===== src/rtl/input_debouncer.sv =====
// input_debouncer: counts consecutive samples that disagree with the current debounced level
// and accepts the new level only after DEBOUNCE_CYCLES of them in a row.
// Build option: define INPUT_DEBOUNCER_SYNC_EN to insert a 2-flop synchronizer on din
// (adds 2 cycles of latency); leave it undefined when din is already synchronous to clk.
module input_debouncer #(
  parameter int unsigned DEBOUNCE_CYCLES = 4,
  parameter int unsigned CNT_W           = 3
) (
  input  logic clk,
  input  logic reset,
  input  logic din,
  output logic q,
  output logic change,
  output logic stable
);

  typedef enum logic [0:0] {StIdle, StCount} state_e;

  localparam logic [CNT_W-1:0] CntLast = CNT_W'(DEBOUNCE_CYCLES - 1);

  state_e           state_q, state_d;
  logic [CNT_W-1:0] cnt_q, cnt_d;
  logic             q_d;
  logic             change_d;
  logic             s;

`ifdef INPUT_DEBOUNCER_SYNC_EN
  logic sync1_q, sync2_q;

  // Two-flop synchronizer: din may be asynchronous to clk.
  always_ff @(posedge clk or negedge reset) begin
    if (!reset) begin
      sync1_q <= 1'b0;
      sync2_q <= 1'b0;
    end else begin
      sync1_q <= din;
      sync2_q <= sync1_q;
    end
  end

  assign s = sync2_q;
`else
  assign s = din;
`endif

  // Next-state: a disagreeing sample advances the count; an agreeing one (glitch) clears it.
  always_comb begin
    state_d  = StIdle;
    cnt_d    = '0;
    q_d      = q;
    change_d = 1'b0;
    if (s != q) begin
      if (cnt_q == CntLast) begin
        q_d      = s;
        change_d = 1'b1;
      end else begin
        cnt_d   = cnt_q + CNT_W'(1);
        state_d = StCount;
      end
    end
  end

  // State, counter and registered outputs.
  always_ff @(posedge clk or negedge reset) begin
    if (!reset) begin
      state_q <= StIdle;
      cnt_q   <= '0;
      q       <= 1'b0;
      change  <= 1'b0;
    end else begin
      state_q <= state_d;
      cnt_q   <= cnt_d;
      q       <= q_d;
      change  <= change_d;
    end
  end

  assign stable = (state_q == StIdle);

endmodule


===== config.mk =====
export PLATFORM = sky130hd
export DESIGN_NAME = input_debouncer
export DESIGN_NICKNAME = d
export VERILOG_FILES = /design/src/rtl/input_debouncer.sv
export SDC_FILE = /design/constraint.sdc
export NUM_CORES = 1
export LEC_CHECK = 0
export CAP_MARGIN = 20
export CORE_AREA = 4 4 41 43
export CTS_BUF_LIST = sky130_fd_sc_hd__clkbuf_16
export CTS_CLUSTER_SIZE = 12
export DETAILED_ROUTE_END_ITERATION = 12
export DIE_AREA = 0 0 45 47
export HOLD_SLACK_MARGIN = 0.03
export SYNTH_ARGS = -nofsm -noshare
export SYNTH_HDL_FRONTEND = slang
export SYNTH_SLANG_ARGS = --single-unit

===== constraint.sdc =====
create_clock -name clk -period 3 [get_ports clk]
set_clock_uncertainty 0.15 [all_clocks]
set_input_delay 0.6 -clock clk [delete_from_list [all_inputs] [get_ports clk]]
set_output_delay 0.6 -clock clk [all_outputs]
set_load 0.03 [all_outputs]

==> results by group <==
Drt
  – Remaining number of nets flagged by the antenna check after routing: 0
  – Met2 wire length: 131 µm
  – DRC marker count from the first detailed-route iteration: 0
  – DR vias: 140
  – Average via count per standard cell: roughly 3.6
  – Final routed wire length divided by cell count: 8.46 µm
  – Count of TritonRoute iterations in the first routing pass: 1
  – Highest routing layer actually used: met3
  – Routed metal-1 wire length: ~140 µm
  – Detailed Route WL: 330 µm
  – # DRC: 0
  – Met3 Wirelength: 56 µm

Clock tree
  – CTS root buffer: clkbuf_16
  – Number of sinks handled by clock tree synthesis: 6
  – Max H-tree Level: 1
  – Max Buffers Root-to-Sink: 2
  – Number of hold buffers added after cts: 0
  – Clock-pin slew on the worst setup and hold paths: 0.03 ns
  – Cts bufs inserted: 3
  – Clock latency at the later pin of the worst-skew pair: 0.23 ns
  – Cts repair resizes: 0
  – CTS tree: built
  – Post-CTS Setup Inserts: 0

Min path
  – Min-Delay Startpoint: cnt_q[0]
  – Hold path endpoint: cnt_q[0]
  – Number of cells traversed by the worst hold path: 1
  – Class of the tightest hold or removal check: reg2reg

Power and ir drop
  – Internal power: 0.335 mW
  – Worst-case vdd ir drop: 434 µV
  – Leak pwr: 0.166 nW
  – Clock power share: 46.8%
  – Power density normalized to cell area: 1200 nW/µm²
  – Switching power total: about 0.12 mW
  – Share of power burned in combinational logic: 26.5%
  – Switching share of power: around a quarter
  – Proportion of power drawn by flip-flops and latches: between 20% and 30%

Logic synthesis
  – Count of warnings emitted by yosys: 0
  – Area share of the leading cell type in the synthesized netlist: 65.2%
  – Number of instances in the synthesized netlist: 16
  – Per-instance average area after synthesis: 14.4 µm²
  – Number of distinct standard cells referenced by the synthesized netlist: 10
  – Netlist Area Pre-Place: 230 µm²
  – Register area share after synthesis: 65.2%
  – Top post-synthesis cells by area: dfrtp_1 (65%), nor3b_1 (6.5%), nor2b_4 (6.0%)
  – Syn nets: 20
  – Biggest area consumer among synthesized cells: dfrtp_1
  – Flops & latches, synth: 6

Timing
  – Max Clock Freq: 0.493 GHz
  – Worst slew margin: 75.6%
  – Final setup fails: 0
  – Endpoints failing hold: 0
  – Final cycle utilization of the critical path: 67.7%
  – Least-Margin Pin Slew: 0.363 ns
  – Max-slew violation count: 0
  – Final Critical Period: 2.03 ns
  – RSZ-0062 raised after global routing: false
  – Summed negative setup slack over all endpoints: 0 ns

Setup path
  – Crit path max fanout: 3
  – Crit. Startpoint: q
  – Kind of critical path: reg2out
  – Kind of start point of the critical path: flop
  – Worst path max stage delay: approximately 0.69 ns
  – Destination of the worst register-to-register timing path: q
  – Nature of the critical path endpoint: output port
  – Flop2flop setup slack: between 1.5 and 2 ns
  – Data arrival at the endpoint of the critical path: 1.28 ns
  – Critical Path, Cell by Cell: clkdlybuf4s50_1
  – Cells on worst reg2reg path: 3
  – WP buf/inv: 1
  – Worst reg2reg path startpoint: cnt_q[0]
  – Data required time at the worst endpoint: 2.25 ns
  – Kind of cell adding the most delay to the critical path: buffers and inverters
  – Critical-path cell with the highest stage delay: clkdlybuf4s50_1

Global route
  – Wire length of the first global-routing pass: 579 µm
  – Largest net degree at the start of global routing: 7
  – Via count of the first global-routing pass: 149
  – Aggregate global-route resource usage: under 10%
  – Leftover overflow at the end of global routing: 0
  – Number of antenna violations at the first check in global routing: 0

Final layout
  – Commonest cells after routing, fill and taps aside: dfrtp_1 (6), clkdlybuf4s50_1 (5), clkbuf_16 (3), nor3b_1 (2)
  – Number of fillers in the final layout: approximately 140
  – Util after Layout: 28.7%
  – Proportion of layout cells with a drive suffix above 1: a little over a fifth
  – Most common library cell in the layout ignoring fill and taps: dfrtp_1
  – Count of antenna diodes in the layout: 0
  – Number of nets at the end of the flow: 30
  – Area growth from synthesis to layout: 62.5%
  – Cell area after layout: 374 µm²

Floorplanning
  – Row Count: 13
  – Die Span X: 45 µm
  – Die area: 2120 µm²
  – Initial Utilization: 17.7%
  – Count of pins on the block boundary: 6
  – Die extent in y: ~47 µm
  – Core Region: 1300 µm²

Place
  – Final weighted congestion of routability-driven global placement: 0.554
  – Dpl cell area: ~300 µm²
  – Quantity of I/O buffers inserted on ports: 5

Job
  – Number of max-capacitance violations reported: 0

Outcome
  – Result of the run: complete, no violations
==> per-stage QoR <==
stage	setup WS (ns)	hold WS, ns	power, mW	instances
after floorplan	1.72	0.154	0.197	16
after global placement	1.21	0.282	0.238	36
after detailed placement	1.21	0.291	0.243	36
after CTS	0.961	0.295	0.457	39
after global routing	0.912	0.306	0.476	39
final	0.970	0.291	0.451	39
==> power by group through the flow <==
| stage | clock network, mW | logic (mW) | registers, mW |
|---|---|---|---|
| final | 0.211 | 0.119 | 0.120 |
| after global routing | 0.221 | 0.131 | 0.124 |
| after CTS | 0.215 | 0.121 | 0.121 |
| after detailed placement | 0 | 0.121 | 0.122 |
| after global placement | 0 | 0.118 | 0.120 |
| after floorplan | 0 | 0.0610 | 0.136 |
==> worst max-delay path by stage <==
| stage | end | slack [ns] | cells past startpoint |
|---|---|---|---|
| after floorplan | stable | 1.72 | 1 |
| after global placement | stable | 1.21 | 2 |
| after detailed placement | q | 1.21 | 1 |
| after CTS | q | 0.96 | 1 |
| after global routing | q | 0.91 | 1 |
| final | q | 0.97 | 1 |
==> Yosys cell counts (all sizes together) <==
library cell	n
dfrtp	6
ha	1
inv	1
mux2	1
nor2	1
nor2b	2
nor3	1
nor3b	2
xnor2	1
==> layout make-up <==
type	count	area [µm²]	area share [%]
Sequential cell	6	150	40.1
Timing Repair Buffer	5	50.0	13.4
Inverter	1	3.75	1.00
Multi-Input combinational cell	9	76.3	20.4
Clock buffer	3	75.1	20.1
Tap cell	15	18.8	5.02
==> sequential cells by signal, indices dropped and copies added, names as in the netlist <==
name,flops
change,1
cnt_q,3
q,1
state_q,1
==> logic make-up after synthesis <==
logic type | after synthesis | share of synthesized area [%]
DFF | 6 | 65.2
buffers and inverters | 1 | 1.63
xor gates and xnor gates | 1 | 3.81
and+or+nand+nor | 6 | 19.0
adders and majority gates | 1 | 5.43
muxes | 1 | 4.89
==> layer usage <==
metal	vias up	track usage, %
met5	-	0
met4	0	5.26
met3	0	5.75
met2	9	5.08
met1	63	4.41
li1	68	-
No activity file was read; power rests on OpenSTA's default activity.
